[src/rtl/if_fetch_stage_pkg.sv]
// Shared definitions for the instruction-fetch stage.
// Fetch FSM encoding, reset PC and bubble word.
package if_fetch_stage_pkg;

    localparam logic [31:0] DEF_RESET_PC = 32'h0000_0000;
    localparam logic [31:0] DEF_NOP_WORD = 32'h0000_0000;
    localparam logic [31:0] PC_STEP      = 32'd4;

    typedef enum logic {
        FS_IDLE = 1'b0,
        FS_WAIT = 1'b1
    } fetch_state_t;

    function automatic logic [31:0] word_align(input logic [31:0] a);
        return a & ~32'h0000_0003;
    endfunction

endpackage

[src/rtl/if_fetch_stage.sv]
// Instruction fetch: owns the fetch PC, issues single-outstanding
// memory requests and buffers one word for the IF/ID register.
module if_fetch_stage
    import if_fetch_stage_pkg::*;
#(
    parameter logic [31:0] RESET_PC = DEF_RESET_PC,
    parameter logic [31:0] NOP_WORD = DEF_NOP_WORD
) (
    input  logic        clk,
    input  logic        reset,
    input  logic        le,
    input  logic        redirect,
    input  logic [31:0] redirect_target,
    output logic        imem_req,
    output logic [31:0] imem_addr,
    input  logic        imem_ack,
    input  logic [31:0] imem_rdata,
    output logic [31:0] instruction_out,
    output logic [31:0] pc_out,
    output logic        valid_out
);

    fetch_state_t state_q;
    fetch_state_t state_d;
    logic [31:0]  fetch_pc_q;
    logic [31:0]  fetch_pc_d;
    logic         pend_q;
    logic         pend_d;
    logic [31:0]  ptgt_q;
    logic [31:0]  ptgt_d;
    logic         buf_valid_q;
    logic [31:0]  instr_q;
    logic [31:0]  pc_q;

    logic         consume;
    logic         req;
    logic         ack;
    logic [31:0]  tgt;

    assign consume = le & buf_valid_q;
    assign req     = ~reset & ((state_q == FS_WAIT) | ~buf_valid_q | consume);
    assign ack     = req & imem_ack;
    assign tgt     = word_align(redirect_target);

    assign imem_req        = req;
    assign imem_addr       = fetch_pc_q;
    assign instruction_out = instr_q;
    assign pc_out          = pc_q;
    assign valid_out       = buf_valid_q;

    // A redirect arriving while a request is on the bus is parked so the
    // in-flight address stays stable; the delay-slot word still lands.
    always_comb begin
        fetch_pc_d = fetch_pc_q;
        pend_d     = pend_q;
        ptgt_d     = ptgt_q;
        if (ack) begin
            pend_d = 1'b0;
            if (redirect) begin
                fetch_pc_d = tgt;
            end else if (pend_q) begin
                fetch_pc_d = ptgt_q;
            end else begin
                fetch_pc_d = fetch_pc_q + PC_STEP;
            end
        end else if (redirect) begin
            if (req) begin
                pend_d = 1'b1;
                ptgt_d = tgt;
            end else begin
                fetch_pc_d = tgt;
            end
        end
    end

    always_comb begin
        state_d = FS_IDLE;
        if (req && !ack) begin
            state_d = FS_WAIT;
        end
    end

    always_ff @(posedge clk) begin
        if (reset) begin
            state_q     <= FS_IDLE;
            fetch_pc_q  <= RESET_PC;
            pend_q      <= 1'b0;
            ptgt_q      <= RESET_PC;
            buf_valid_q <= 1'b0;
            instr_q     <= NOP_WORD;
            pc_q        <= 32'h0000_0000;
        end else begin
            state_q    <= state_d;
            fetch_pc_q <= fetch_pc_d;
            pend_q     <= pend_d;
            ptgt_q     <= ptgt_d;
            if (ack) begin
                buf_valid_q <= 1'b1;
                instr_q     <= imem_rdata;
                pc_q        <= fetch_pc_q;
            end else if (consume) begin
                buf_valid_q <= 1'b0;
                instr_q     <= NOP_WORD;
            end
        end
    end

endmodule
[config.mk]
export PLATFORM = sky130hd
export DESIGN_NAME = if_fetch_stage
export DESIGN_NICKNAME = d
export VERILOG_FILES = /design/src/rtl/if_fetch_stage_pkg.sv /design/src/rtl/if_fetch_stage.sv
export SDC_FILE = /design/constraint.sdc
export NUM_CORES = 1
export LEC_CHECK = 0
export BUFFER_PORTS_ARGS = -buffer_cell sky130_fd_sc_hd__buf_2
export CAP_MARGIN = 20
export CORE_MARGIN = 2
export CORE_UTILIZATION = 35
export CTS_BUF_LIST = sky130_fd_sc_hd__clkbuf_8
export CTS_CLUSTER_DIAMETER = 30
export DETAILED_ROUTE_END_ITERATION = 8
export SYNTH_ARGS = -nofsm -noshare
export SYNTH_HDL_FRONTEND = slang
export SYNTH_SLANG_ARGS = --single-unit
[constraint.sdc]
create_clock -name clk -period 5.7 [get_ports clk]
set_input_delay 0.57 -clock clk [delete_from_list [all_inputs] [get_ports clk]]
set_output_delay 0.57 -clock clk [all_outputs]
set_load 0.02 [all_outputs]
==> metrics.md <==
| Metric | Value |
|---|---|
| Clock Skew | 0.008291 ns |
| Antenna-violating nets left | 0 |
| HPWL Detailed | 9.721 mm |
| Combinational share of power | 0.121 |
| Wire length per cell | 15.11 um |
| Netlist cell types | 47 |
| Total CTS buffers | 17 |
| Min Hold Slack | 0.3817 ns |
| First-pass GRT wire length | 24.64 mm |
| Synthesized flop and latch total | 125 |
| Main area contributors after synthesis | dfxtp_1 47%, nand2_1 10%, a21oi_1 6.1% |
| DR top layer | met4 |
| Reg2reg end | imem_addr[30] |
| Metal3 WL | 1.121 mm |
| Seq. cell area | 2502 um2 |
| Kind of critical path | reg2reg |
| Fin cells | 1,006 |
| RSZ-0062 raised after global routing | no |
| Final setup violation count | 0 |
| NetSw | 0.5658 mW |
| LEAKAGE | 2.834 nW |
| FMAX | 358.7 MHz |
| Synthesized cell area | 5376 um2 |
| Worst hold path stage count | 3 |
| Vias post-DR | 5,130 |
| HP Start | imem_rdata[7] |
| Worst hold path class | in2reg |
| Gr usage total | 0.1908 |
| Dominant combinational cell family by area after synthesis | simple AND/OR/NAND/NOR gates |
| Xor/xnor share of the synthesized area | 0.03747 |
| DR vias/cell | 5.099 |
| Root Driver | clkbuf_8 |
| Initial antenna violation count | 0 |
| Share of power burned in the clock network | 0.437 |
| Antenna Cells | 0 |
| Placed Cells | 974 |
| Switch share | 0.2603 |
| FP Rows | 45 |
| Status | finished clean |
| TritonRoute pass-1 iters | 5 |
| Part of the power in registers | 0.442 |
| Initial core utilization | 0.3563 |
| Internal power | 1.608 mW |
| Ports | 167 |
| Worst R2R Path Depth | 7 |
| Tcrit/Tclk final | 0.4890 |
| Worst-Skew Late Latency | 0.43 ns |
| P&R area growth vs syn | 25.25% |
| Pwr Density | 322.8 nW/um2 |
| Gpl congestion | 0.7520 |
| Number of enable flip-flop cells after synthesis | 0 |
| Rel. slew slack | 0.2852 |
| End-of-flow core utilization | 0.4463 |
| 1st-iter DRT viols | 367 |
| MaxCap Viol Count | 0 |
| Largest net degree at the start of global routing | 96 |
| Most numerous cell in the Yosys netlist | nand2_1 |
| Met2 Routed Length | 6.871 mm |
| Worst vdd ir | 129.0 uV |
| Clock Tree Buf Depth | 2 |
| Worst reg2reg setup slack | 2.91 ns |
| CTS tree | done |
| Syn Inst Count | 675 |
| Area of the die | 16,370 um2 |
| Tot Pwr | 2.173 mW |
| Number of global-route vias before repair | 4,727 |
| Share of layout cells above drive strength 1 | 0.2567 |
| CP arrival | 3.14 ns |
| Worst EP required | 6.05 ns |
| CP endpoint kind | register |
| Post-cts sizing count | 0 |
| Die Ht | 127.9 um |
| H-tree levels | 4 |
| Grt total ovfl | 0 |
| CP max FO | 95 |
| Nets | 875 |
| Post-Synth Adder-Cell Area | 0.002327 |
| Fin. max-slew vios | 0 |
| M1 WL | 7.082 mm |
| Top cells by count, synth | 143 x nand2_1, 125 x dfxtp_1, 65 x a21oi_1 |
| Post-synthesis mux area share | 0.01140 |
| Die width | 127.9 um |
| Worst-path clk slew | 0.07 ns |
| Setup TNS | 0 ns |
| Yosys warns | 0 |
| Simple-gate share of the synthesized area | 0.2141 |
| Ys flop type | dfxtp_1 |
| Final WL | 15.20 mm |
| Avg Inst Size Synth | 7.965 um2 |
| Residual DRC | 0 |
| Compound-Gate Fraction of Synth Area | 0.2120 |
| Tmin final | 2.788 ns |
| Reg-to-reg startpoint | valid_out |
| Core Box Area | 15,090 um2 |
| Postcts setup bufs | 0 |
| Port-buffer cells | 160 |
| Register area share after synthesis | 0.4654 |
| Tightest Pin Transition | 1.072 ns |
| Multi-input gate area | 2608 um2 |
| Worst Hold End | instruction_out[7] |
| Post-CTS Hold Buffers | 0 |
| Fillers | 1,548 |
| Clk sinks | 125 |
| Crit path launch type | register |
| Yosys top cell area share | 0.4654 |
| Area leader, netlist | dfxtp_1 |
| Fin. Hold Viols | 0 |
| Post-synth ARST share | 0 |
==> state kept, by name, summed over array words and instances, names as in the netlist <==
signal and flops:
pc_out 30, imem_addr 30, state_q 1, ptgt_q 30, valid_out 1, pend_q 1, instruction_out 32
==> cells by family after synthesis <==
family          Yosys count
other cells               1
flops                   125
fa+ha+maj                 1
simple gates            261
buf+inv                  70
xor+xnor                 23
compound gates          188
mux                       6
==> worst max-delay path by stage <==
stage / startpoint / to / slack [ns] / cells past startpoint
6_report: valid_out / imem_addr[30] / 2.91 / 7
3_5_place_dp: reset / imem_addr[23] / 2.51 / 8
4_1_cts: valid_out / imem_addr[30] / 2.90 / 7
2_1_floorplan: imem_addr[2] / imem_addr[30] / 3.72 / 8
5_1_grt: valid_out / imem_addr[30] / 2.72 / 7
3_3_place_gp: reset / imem_addr[19] / 2.55 / 7
==> metrics by stage <==
step / worst slack, ns / instance area (um2)
final: 2.913 / 6734
after global placement: 2.548 / 6243
after global routing: 2.722 / 6734
after floorplan: 3.718 / 5388
after detailed placement: 2.505 / 6243
after CTS: 2.903 / 6734
==> power groups by stage <==
stage | clock network, mW | registers, mW | logic [mW]
floorplan | 0 | 1.01 | 0.136
global placement | 0 | 0.982 | 0.262
detailed placement | 0 | 0.982 | 0.265
CTS | 0.976 | 0.963 | 0.265
global route | 1.01 | 0.969 | 0.291
finish | 0.949 | 0.962 | 0.263
==> area by class of cell <==
| cell class | instances | area share |
|---|---|---|
| multi-input cells | 483 | 0.3872 |
| flip-flops and latches | 125 | 0.3716 |
| repair buffers | 168 | 0.1278 |
| clock buffers | 20 | 0.04088 |
| well taps | 188 | 0.03493 |
| clock inverters | 12 | 0.03196 |
| inverters | 10 | 0.005574 |
==> per-layer routing <==
| metal | global-route usage | up-vias |
|---|---|---|
| met3 | 0.06678 | 10 |
| li1 | - | 2589 |
| met1 | 0.2549 | 2352 |
| met5 | 0 | - |
| met2 | 0.2954 | 179 |
| met4 | 0.04848 | 0 |
==> cell usage in the layout (no fill, tap or decap), types with 2 or more instances in the layout <==
cell type	netlist	final
nor2_1	56	56
mux2i_1	5	5
a32o_1	2	2
xnor2_1	9	9
nor3_1	8	8
and3_1	9	9
a32oi_1	2	2
inv_1	10	11
o22ai_1	8	8
xor2_1	14	14
a221oi_1	6	6
o211ai_1	2	2
nand3_1	16	16
bufinv_16	0	6
a21oi_1	65	63
a311o_1	3	3
dfxtp_1	125	125
clkinv_2	0	3
nand4_1	9	9
clkbuf_8	0	20
a21o_1	2	2
or3_1	2	2
a211oi_1	6	6
a31oi_1	2	2
a22oi_1	32	32
and4_1	4	4
buf_2	15	160
buf_4	6	8
o211a_1	2	2
and2_1	2	2
o221ai_1	2	2
o21ai_0	52	52
nand2b_1	2	2
conb_1	1	4
nand2_1	143	143
==> critical path, stage by stage (launching register included) <==
cell,delay [ns]
dfxtp_1,0.39
nor3b_1,0.45
nor3b_2,0.10
buf_4,0.42
a21oi_4,0.82
or3_1,0.22
mux2i_1,0.07
a211oi_1,0.22
(Power assumes the default switching activity.)
